## src/rtl/mem_port_arbiter.sv

```systemverilog
// mem_port_arbiter: round-robin two-port arbiter and access sequencer for a single-port memory
module mem_port_arbiter #(
    parameter int ADDR_W = 5,
    parameter int DATA_W = 8
) (
    input  logic              clk,
    input  logic              reset,
    input  logic              req0,
    input  logic              we0,
    input  logic [ADDR_W-1:0] addr0,
    input  logic [DATA_W-1:0] wdata0,
    input  logic              req1,
    input  logic              we1,
    input  logic [ADDR_W-1:0] addr1,
    input  logic [DATA_W-1:0] wdata1,
    output logic              gnt0,
    output logic              gnt1,
    output logic              ack0,
    output logic              ack1,
    output logic [DATA_W-1:0] rdata,
    output logic              busy,
    output logic [ADDR_W-1:0] mem_addr,
    output logic [DATA_W-1:0] mem_data_in,
    output logic              mem_read_write,
    input  logic [DATA_W-1:0] mem_data_out
);
    localparam logic [1:0] IDLE = 2'd0, SETUP = 2'd1, ACCESS = 2'd2, RESP = 2'd3;
    logic [1:0] state;
    logic       ptr, win, we_l, sel;
    assign sel = (req0 && req1) ? ptr : req1;
    // mem_addr/mem_data_in double as the latched request; they hold through RESP and into IDLE
    always_ff @(posedge clk) begin
        if (reset) begin
            state          <= IDLE;
            ptr            <= 1'b0;
            win            <= 1'b0;
            we_l           <= 1'b0;
            gnt0           <= 1'b0;
            gnt1           <= 1'b0;
            ack0           <= 1'b0;
            ack1           <= 1'b0;
            busy           <= 1'b0;
            rdata          <= '0;
            mem_addr       <= '0;
            mem_data_in    <= '0;
            mem_read_write <= 1'b0;
        end else begin
            case (state)
                IDLE: if (req0 || req1) begin
                    state       <= SETUP;
                    win         <= sel;
                    we_l        <= sel ? we1 : we0;
                    mem_addr    <= sel ? addr1 : addr0;
                    mem_data_in <= sel ? wdata1 : wdata0;
                    gnt0        <= !sel;
                    gnt1        <= sel;
                    busy        <= 1'b1;
                end
                SETUP: begin
                    state          <= ACCESS;
                    mem_read_write <= we_l;
                end
                ACCESS: begin
                    state          <= RESP;
                    mem_read_write <= 1'b0;
                    ack0           <= !win;
                    ack1           <= win;
                    rdata          <= we_l ? rdata : mem_data_out;
                end
                default: begin
                    state <= IDLE;
                    ptr   <= !win;
                    gnt0  <= 1'b0;
                    gnt1  <= 1'b0;
                    ack0  <= 1'b0;
                    ack1  <= 1'b0;
                    busy  <= 1'b0;
                end
            endcase
        end
    end
endmodule

```

## config.mk

```make
export PLATFORM = sky130hd
export DESIGN_NAME = mem_port_arbiter
export DESIGN_NICKNAME = d
export VERILOG_FILES = /design/src/rtl/mem_port_arbiter.sv
export SDC_FILE = /design/constraint.sdc
export NUM_CORES = 1
export LEC_CHECK = 0
export ABC_CLOCK_PERIOD_IN_PS = 1400
export BUFFER_PORTS_ARGS = -buffer_cell sky130_fd_sc_hd__buf_2
export CORE_MARGIN = 2
export CORE_UTILIZATION = 41
export DETAILED_ROUTE_END_ITERATION = 10
export PLACE_DENSITY = 0.74
export SYNTH_ARGS = -nofsm -noshare
export SYNTH_HDL_FRONTEND = slang
export SYNTH_SLANG_ARGS = --single-unit
```

## constraint.sdc

```tcl
create_clock -name clk -period 1.4 [get_ports clk]
set_input_delay 0.07 -clock clk [delete_from_list [all_inputs] [get_ports clk]]
set_output_delay 0.07 -clock clk [all_outputs]
set_load 0.02 [all_outputs]
```

Yosys cells after proc, flatten, opt, wreduce, memory -nomap -nowiden
Cells that the tools add are included.

Register bits after elaboration: 32. Bits of input ports: 40. Word-level logic and storage cells: 45.

Equality and inequality tests: 3. Mux-type cells: 15. Bitwise operators: 2. Reduce and logical (&&, ||, !) cells: 12.

Operators with widths (count): $pmux 1 s2 (6); $mux 8 (1); $pmux 2 s3 (1); $reduce_and 2->1 (3); $mux 1 (5); $mux 5 (1); $reduce_or 2->1 (2); $reduce_or 3->1 (1); $eq 2x1->1 const B (1); $eq 2x2->1 const B (1); $logic_not 1->1 (2); $logic_not 2->1 (1); $mux 2 (1); $ne 2x2->1 const B (1); $not 1->1 (2); $reduce_bool 2->1 (1); $logic_and 1x1->1 (1); $logic_or 1x1->1 (1).

Depth between registers and ports, before layout
Gate-level depths: netlist of run 1.

Depth in word-level cells: 5. Mapped depth: 8. Mapped depth without buffers: 5.

Worst setup path before layout of run 1
Ideal clock, no wire load.

Path kind: reg2reg. Start: register state[0]. End: register gnt1. Setup time: 0.070 ns. Data arrival time: 1.448 ns. Required time: 1.330 ns. Path slack: -0.119 ns. Stages on the path, launching flop included: 5. Period minus slack after synthesis: 1.519 ns. Path through: dfxtp_1 -> inv_1 -> ha_1 -> or4_1 -> a21oi_1.

Longest elaborated chain between the ends: 4. Elaborated cells between the ends (all ways): 8. Classes of those cells: eq/ne (3); mux (1); bitwise (1); reduce/logical (3).

RTL lines: start: declaration (RTL line 28) `logic [1:0] state;`; start signal: assignment (RTL line 34) `state <= IDLE;`; start signal: assignment (RTL line 50) `state <= SETUP;`; start signal: assignment (RTL line 60) `state <= ACCESS;`; $eq 2x2->1 / $eq 2x1->1 (equally long branches) (RTL line 48) `case (state)`; $reduce_or 2->1 (no source line); $not 1->1 (no source line); $reduce_and 2->1 (no source line); end signal: assignment (RTL line 56) `gnt1 <= sel;`; end: declaration (RTL line 17) `output logic gnt1,`.

Several ways; a longest one is shown, not always the timed one. A chain may end at the register's enable or synchronous reset.

Worst setup path after layout of run 1
Start: register state[1]. End: register gnt1.

The elaborated chain is that of the path after synthesis.

==> flow_results.org, run 1 <==
** Critical path
- Measured in cells, the most critical reg-to-reg path has a length of 4.
- The largest single stage delay on the critical path is roughly 0.53 ns.
- The kind of cell with the highest combined delay along the critical path is simple AND/OR/NAND/NOR gates.
- Data on the critical path is required at its endpoint by 1.67 ns.
- In this run the worst path has a maximum fanout of 4.
- The worst setup path is launched from a flop.
- Kind of end point of the critical path :: flop
- Worst Setup Path Type :: flop to flop
- Cell chain of the critical path :: inv_4 -> ha_4 -> or4_4 -> a21oi_2
- Arrival time of the worst setup path :: 1.67 ns
- Among all stages on the critical path, the largest delay is contributed by sky130_fd_sc_hd__or4_4.
- Instance count on the critical path :: 4
- Bufs and invs on worst path :: 1

** Logic synthesis
- Dominant combinational cell family by area after synthesis :: compound AO/OA/AOI/OAI gates
- Mux contribution to synthesized area :: 0.06849
- Ranked by total cell area, the synthesized netlist is headed by sky130_fd_sc_hd__dfxtp_1, sky130_fd_sc_hd__a311oi_1, sky130_fd_sc_hd__nor2_1, sky130_fd_sc_hd__mux2i_1, sky130_fd_sc_hd__nand3_1.
- A synthesized cell averages between 8 and 9 µm².
- The Yosys step of the flow raised 0 warnings.
- Area fraction in compound gates after synthesis :: 0.1978
- After synthesis the cells add up to ~0.0015 mm².
- Seq cells post-synth :: 32
- Of the post-synthesis cell area, the dominant cell type holds 0.4384.
- Simple logic cell fraction of the synthesized area :: 0.1781
- Arithmetic-cell share of the synthesized area counting full adders, half adders and majority gates :: 0.05137
- Cell type with the highest aggregate area in the netlist :: sky130_fd_sc_hd__dfxtp_1
- Distinct cell type count of the synthesized netlist :: 28
- The number of nets handed over by synthesis was 210.
- Of the total synthesized cell area, the portion taken by XOR and XNOR cells is 0.
- The share of the Yosys chip area taken by registers is 0.4384.
- Counting every instance in the synthesized netlist gives around 160.

** STA
- Derived from the worst setup path, the maximum achievable clock frequency is between 700 and 800 MHz.
- Hold is met by 0.005915 ns.
- Fraction of the cycle the final worst path needs :: 0.9989
- Setup repair after global routing missed its margin :: yes
- The clock arrives with 0.006250 ns of skew.
- After layout, the minimum clock period comes to between 1 and 1.5 ns.
- Post-route setup TNS :: 0 ns
- The worst pin sits at a relative slew slack of 0.5972.
- Setup violations remaining at the end of the flow were counted as 0.
- The number of pins exceeding their max-slew limit in the final report was 0.
- At the pin with the least slew margin, the transition time is around 0.60 ns.
- Total count of hold-check failures in the final report :: 0

** Floorplan
- The floorplan has 21 rows.
- Full die area :: approximately 0.0041 mm²
- Initial Util :: 0.4312
- Num ports :: 67
- Core Area :: 0.003390 mm²
- The die is 63.70 µm wide.
- Measured along the y axis, the die boundary spans ~64 µm.

** Cells and area
- The finished layout holds 290 standard cells, fillers aside.
- Sequential cell area in the final layout :: 645.6 µm²
- After routing the design area is approximately 0.0021 mm².
- The multi-input combinational cells in the finished layout cover a total of 789.5 µm².
- Relative to the synthesized area, the layout overhead comes to 44.78%.
- Inserted Diodes :: 0
- Share of layout cells above drive strength 1 :: 0.4221
- At the end of the flow, the number of nets in the layout was between 200 and 300.
- Filler Cells Inserted :: approximately 310

** Drt
- The first TritonRoute pass finished after 6 iterations.
- Final routed wirelength across all metal layers :: 3902 µm
- Violation count after the first detailed-routing iteration :: 35
- In the routed design, unresolved DRC markers number 0.
- In the routed layout, each cell is associated on average with a via count of ~5.1.
- Remaining antenna violation count after routing :: 0
- WL per Instance :: 13.46 µm
- Across all layers, the routed design uses 1472 vias.

** Global routing
- Via count of the first global-routing pass :: between 1000 and 1500
- Global routing finished with a remaining overflow of 0.
- Number of antenna violations at the first check in global routing :: 0
- Overall routing resource usage :: 0.2014
- Entering global routing, the biggest net connects 33 pins.
- First-pass GRT wire length :: 6430 µm

** Power
- Maximum vdd ir drop :: 1.022 mV
- Power spread over the standard cell area amounts to around 2000 mW/mm².
- For this design the static power due to leakage is ~0.94 nW.

** CTS
- CTS tree :: yes
- Number of buffers created by CTS :: 5
- After clock tree synthesis, the clock-pin slew on the worst setup and hold paths is 0.10 ns.
- Maximum clock insertion buffer count :: 2
- Clock latency of the later-clocked register in the worst-skew pair :: 0.33 ns
- The tree is rooted in a sky130_fd_sc_hd__clkbuf_4.
- CTS built an H-tree with a depth of 2.
- Clock tree sinks :: 32

** Worst hold path
- Along the worst hold path, the cell count comes to 3.
- Worst hold path class :: input port to flop

** Flow run
- # Max-Cap Violations :: 0

** Placement
- At the end of routability-driven placement, the weighted congestion stood at about 0.84.
- Cell total after placement :: approximately 270
- Input and output buffers added on the ports amount to 66.
- Placed inst area :: 0.001854 mm²
- HPWL after detailed placement :: roughly 2500 µm

** Outcome
- The run finished with clean final reports.
## cell families after synthesis
family	after synthesis
compound gates	43
mux	10
flops	32
simple gates	55
fa+ha+maj	6
buf+inv	18
## registers in the layout (all words and copies together), names as in the netlist, 2 cells and up
signal       cells
mem_addr         5
mem_data_in      8
rdata            8
state            2
## repair_timing
item,CTS,global route
endpoints found under the hold margin,8,0
gates resized for setup,2,11
endpoints found under the setup margin,1,12
pin swaps,0,1
cloned,1,0
setup buffers,2,2
hold buffers,8,0
## final cells by class
type                    instances  area share
inverters                       4    0.009462
flip-flops and latches         32      0.3051
well taps                      46     0.02720
multi-input cells             114      0.3732
clock buffers                   6     0.02425
repair buffers                 86      0.2561
clock inverters                 2    0.004731
## cell usage in the layout, fill, tap and decap left out, drive strengths merged
cell,count
a211o,1
a21oi,6
a311oi,14
a32oi,1
and2b,1
buf,77
bufbuf,1
clkbuf,6
clkinv,2
dfxtp,32
dlygate4sd3,8
ha,6
inv,4
mux2i,10
nand2,1
nand2b,2
nand3,16
nand3b,1
nor2,29
nor2b,1
nor3,1
nor3b,1
o21a,1
o21ai,19
o21ba,1
or3,1
or4,1
## routing by layer
layer  up-vias  wire length (µm)  GRT usage
li1        747                 -          -
met1       679              1692     0.2373
met2        40              1948     0.3447
met3         6               195    0.05000
met4         0                65    0.08696
met5         -                 0          0
## synth_stat cells
cell	n
sky130_fd_sc_hd__buf_6	1
sky130_fd_sc_hd__a32oi_1	1
sky130_fd_sc_hd__and2b_4	1
sky130_fd_sc_hd__nor2b_1	1
sky130_fd_sc_hd__o21a_1	1
sky130_fd_sc_hd__nand2_1	1
sky130_fd_sc_hd__nor2_1	29
sky130_fd_sc_hd__clkbuf_1	4
sky130_fd_sc_hd__nor3b_2	1
sky130_fd_sc_hd__o21ba_2	1
sky130_fd_sc_hd__nand2b_1	2
sky130_fd_sc_hd__buf_2	5
sky130_fd_sc_hd__inv_1	4
sky130_fd_sc_hd__dfxtp_1	32
sky130_fd_sc_hd__a311oi_2	1
sky130_fd_sc_hd__a311oi_1	13
sky130_fd_sc_hd__ha_1	6
sky130_fd_sc_hd__buf_4	4
sky130_fd_sc_hd__nand3_1	16
sky130_fd_sc_hd__or3_1	1
sky130_fd_sc_hd__nor3_1	1
sky130_fd_sc_hd__or4_1	1
sky130_fd_sc_hd__mux2i_1	10
sky130_fd_sc_hd__a211o_1	1
sky130_fd_sc_hd__a21oi_1	6
sky130_fd_sc_hd__nand3b_1	1
sky130_fd_sc_hd__o21ai_1	10
sky130_fd_sc_hd__o21ai_0	9
## power by group
group          switching, mW  leakage, nW  total (mW)  internal, mW
clock network          0.312       0.0380       0.551         0.239
registers              0.165        0.264        1.37          1.20
logic                   1.21        0.643        2.33          1.12
## worst paths after layout
check / startpoint / slack (ns) / end
worst max-delay path: state[1]$_SDFFE_PP0P_ / 0.001 / gnt1$_SDFFE_PP0P_
worst min-delay path: wdata0[2] / 0.006 / mem_data_in[2]$_SDFFE_PP0P_
worst max register to register: state[1]$_SDFFE_PP0P_ / 0.001 / gnt1$_SDFFE_PP0P_
worst min register to register: mem_read_write$_SDFFE_PP0P_ / 0.48 / mem_read_write$_SDFFE_PP0P_
## tightest hold or removal path: stages
cell                       delay, ns
sky130_fd_sc_hd__buf_2          0.09
sky130_fd_sc_hd__o21ai_0        0.06
sky130_fd_sc_hd__a311oi_1       0.08
## metrics by stage
step	power [mW]	util	worst slack [ns]
finish	4.248	0.6242	0.001495
global route	4.546	0.6242	-0.02816
CTS	4.118	0.6058	0.03474
detailed placement	3.320	0.5471	0.02020
global placement	3.286	0.5471	0.07190
floorplan	2.751	-	0.003478
(Power assumes the default switching activity.)
==> run 2, diff against run 1 <==
Settings changed: ABC_CLOCK_PERIOD_IN_PS 1400 to default, BUFFER_PORTS_ARGS -buffer_cell sky130_fd_sc_hd__buf_2 to -buffer_cell sky130_fd_sc_hd__buf_4, CORE_ASPECT_RATIO from default to 1.75.
==> flow_results.org, run 2 (same netlist as run 1, synthesis figures left out) <==
** STA
- The number of pins exceeding their max-slew limit in the final report is 0 (unchanged).
- Final min period :: 1.350 ns (-0.04869 ns)
- Relative max-transition margin :: 0.7702 (+0.1730)
- The number of endpoints with negative hold slack in the final report came to 0 (unchanged).
- The slew at the pin closest to its max-slew limit was 0.3447 ns (-0.2596 ns).
- The setup clock skew after layout is 0.003325 ns (-0.002925 ns).
- Max frequency :: 740.8 MHz (+3.6%)
- The accumulated negative setup slack is 0 ns (unchanged).
- Setup repair after global routing could not meet its margin everywhere.
- Fraction of the cycle the final worst path needs :: 0.9642 (-0.03478)
- Setup violations, final :: 0 (unchanged)
- The worst hold slack after final layout is 0.02182 ns (+0.01590 ns).

** Floorplan
- The core area was 0.003398 mm² (+0.26%).
- Rows :: 28 (+33%)
- Y dimension of the die :: 82.98 µm (+30%)
- Full die area :: 0.004077 mm² (+0.47%)
- Initial Util :: 0.4300 (-0.001111)
- Num ports :: 67 (unchanged)
- Chip Width :: 49.13 µm (-23%)

** CTS
- The maximum clock insertion buffer count is 2 (unchanged).
- Clock latency of the later-clocked register in the worst-skew pair :: 0.28 ns (-0.05 ns)
- Number of levels the H-tree was split into :: 2 (unchanged)
- CTS tree :: yes
- Total setup buffers inserted after CTS :: 0 (-2)
- Clock Root Buffer :: sky130_fd_sc_hd__clkbuf_8
- Number of buffers created by CTS :: 5 (unchanged)
- Clock tree sinks :: 32 (unchanged)
- Total of hold buffers inserted after clock tree synthesis :: 0 (-8)
- The clock-pin transition on the worst setup and hold timing paths was 0.06 ns (-0.04 ns).

** Power
- Maximum vdd ir drop :: 1.223 mV (+20%)
- The switching power summed over all nets came to 1.626 mW (-3.6%).
- The internal power came to 2.677 mW (+4.5%).
- The fraction of power consumed by sequential logic was 0.321 (-0.002).
- Leakage :: 0.9347 nW (-1.1%)
- The clock power share came to 0.176 (+0.046).
- The switching power as a share of total power came to 0.3778 (-0.01912).
- Power density over the cells :: 1998 mW/mm² (-0.47%)
- Power share of the combinational group :: 0.503 (-0.045)

** Cells and area
- The library cell used most frequently in the layout, excluding fill and tap cells, is sky130_fd_sc_hd__buf_4.
- In the layout the commonest cells are sky130_fd_sc_hd__buf_4, sky130_fd_sc_hd__dfxtp_1, sky130_fd_sc_hd__nor2_1, sky130_fd_sc_hd__nand3_1, sky130_fd_sc_hd__a311oi_1.
- Sequential cell area in the final layout :: 645.6 µm² (unchanged)
- Multi-input combinational cell area :: 747.0 µm² (-5.4%)
- The number of nets in the final layout came to 280 (-3.1%).
- Largest registers :: mem_data_in: 8 flops, rdata: 8 flops, mem_addr: 5 flops
- Filler Cells Inserted :: 302 (-1.9%)
- The proportion of layout cells with a drive suffix above 1 is 0.4017 (-0.02042).
- The area growth from synthesis to layout is 47.35%.
- The total inserted antenna cells is 0 (unchanged).

** Critical path
- The worst register-to-register path begins at state[0]$_SDFFE_PP0P_.
- The worst setup path is launched from a flop.
- Cell chain of the critical path :: inv_2 -> ha_4 -> o21a_1 -> buf_4 -> nor2_1 -> a311oi_1
- Arrival time of the worst setup path :: 1.54 ns (-0.13 ns)
- The setup path with the least slack is of type flop to flop.
- CP max FO :: 9 (+5)
- Kind of end point of the critical path :: flop
- The slowest stage of the critical path is the sky130_fd_sc_hd__dfxtp_2 cell.
- The number of cells traversed by the worst register-to-register path was 6 (+2).
- The delay contributed by the slowest stage of the critical path came to 0.32 ns (-0.21 ns).
- Worst setup startpoint :: state[0]$_SDFFE_PP0P_
- The required time at the endpoint of the critical path was 1.59 ns (-0.08 ns).

** Global routing
- In this run the most used layer during global routing was met2.
- First-pass GRT wire length :: 6334 µm (-1.5%)
- Met2 Track Usage GR :: 0.3747 (+0.02996)
- The initial antenna violation count came to 0 (unchanged).
- The met3 usage came to 0.05755 (+0.007554).
- The overflow left after global routing is 0 (unchanged).
- The met1 capacity usage during global routing was 0.1840 (-0.05328).
- Overall routing resource usage :: 0.1979 (-0.003417)
- The number of global-route vias before repair is 1502 (+5.3%).
- The maximum number of pins on one net before global-route repair is 33 (unchanged).

** Outcome
- The run finished with clean final reports.

** Drt
- The via-per-instance ratio is 5.237 (+3.2%).
- The average wire per standard cell came to 13.51 µm (+0.43%).
- Vias :: 1461 (-0.75%)
- The number of iterations in the first detailed-routing pass is 4 (-2).
- Drt drc :: 0 (unchanged)
- Final routed wirelength across all metal layers :: 3770 µm (-3.4%)
- The DRC marker count from the first detailed-route iteration is 28 (-20%).
- Remaining antenna violation count after routing :: 0 (unchanged)

** Worst hold path
- The number of cells on the worst hold path is 3 (unchanged).
- The tightest min-delay check is of the input port to flop type.
- The worst hold path begins at mem_data_out[5].

** Placement
- RD Place Congestion :: 0.7427 (-11%)
- The post-DP HPWL came to 2823 µm (+13%).
- Port Buffer Count :: 66 (unchanged)

** Flow run
- The number of max-capacitance violations reported came to 0 (unchanged).
-- run 2: layout make-up --
| class | instances | area share |
|---|---|---|
| flip-flops and latches | 32 | 0.2998 |
| clock buffers | 7 | 0.04474 |
| inverters | 4 | 0.008135 |
| repair buffers | 77 | 0.2743 |
| multi-input cells | 114 | 0.3469 |
| well taps | 45 | 0.02615 |
-- run 2: power groups by stage --
stage,Combinational [mW],Clock [mW],Sequential [mW]
final,2.16,0.759,1.38
after global routing,2.34,0.825,1.42
after CTS,2.18,0.769,1.37
after detailed placement,2.17,0,1.39
after global placement,2.13,0,1.38
after floorplan,1.10,0,1.65
-- run 2: metrics by stage --
step / setup slack, ns / area (µm²) / cells / util / power [mW]
5_1_grt: -0.02404 / 2153 / 279 / 0.6337 / 4.580
3_3_place_gp: 0.07927 / 2048 / 272 / 0.6027 / 3.503
2_1_floorplan: 0.003478 / 1483 / 164 / - / 2.751
6_report: 0.05019 / 2153 / 279 / 0.6337 / 4.303
4_1_cts: 0.03152 / 2145 / 279 / 0.6311 / 4.316
3_5_place_dp: 0.04350 / 2048 / 272 / 0.6027 / 3.558
-- run 2: critical path: cells and delay by family (launching register included) --
family | cells | cell delay, ns
compound gates | 2 | 0.43
fa+ha+maj | 1 | 0.19
buf+inv | 2 | 0.27
flops | 1 | 0.32
simple gates | 1 | 0.05
-- run 2: path summary, 6_finish.rpt --
| kind | endpoint | slack (ns) |
|---|---|---|
| hold / removal | rdata[5]$_SDFFE_PP0P_ | 0.02 |
| hold reg to reg | gnt0$_SDFFE_PP0P_ | 0.48 |
| setup reg to reg | mem_data_in[3]$_SDFFE_PP0P_ | 0.05 |
| setup / recovery | mem_data_in[3]$_SDFFE_PP0P_ | 0.05 |
-- run 2: what timing repair did --
| action | in CTS | in global routing |
|---|---|---|
| gates resized for setup | 0 | 3 |
| endpoints found under the hold margin | 0 | 0 |
| setup endpoints to repair | 0 | 13 |
-- run 2: routing by layer --
| metal | share of wire | routed length, µm |
|---|---|---|
| met1 | 0.38 | 1424 |
| met2 | 0.53 | 2009 |
| met3 | 0.064 | 242 |
| met4 | 0.025 | 94 |
| met5 | 0 | 0 |
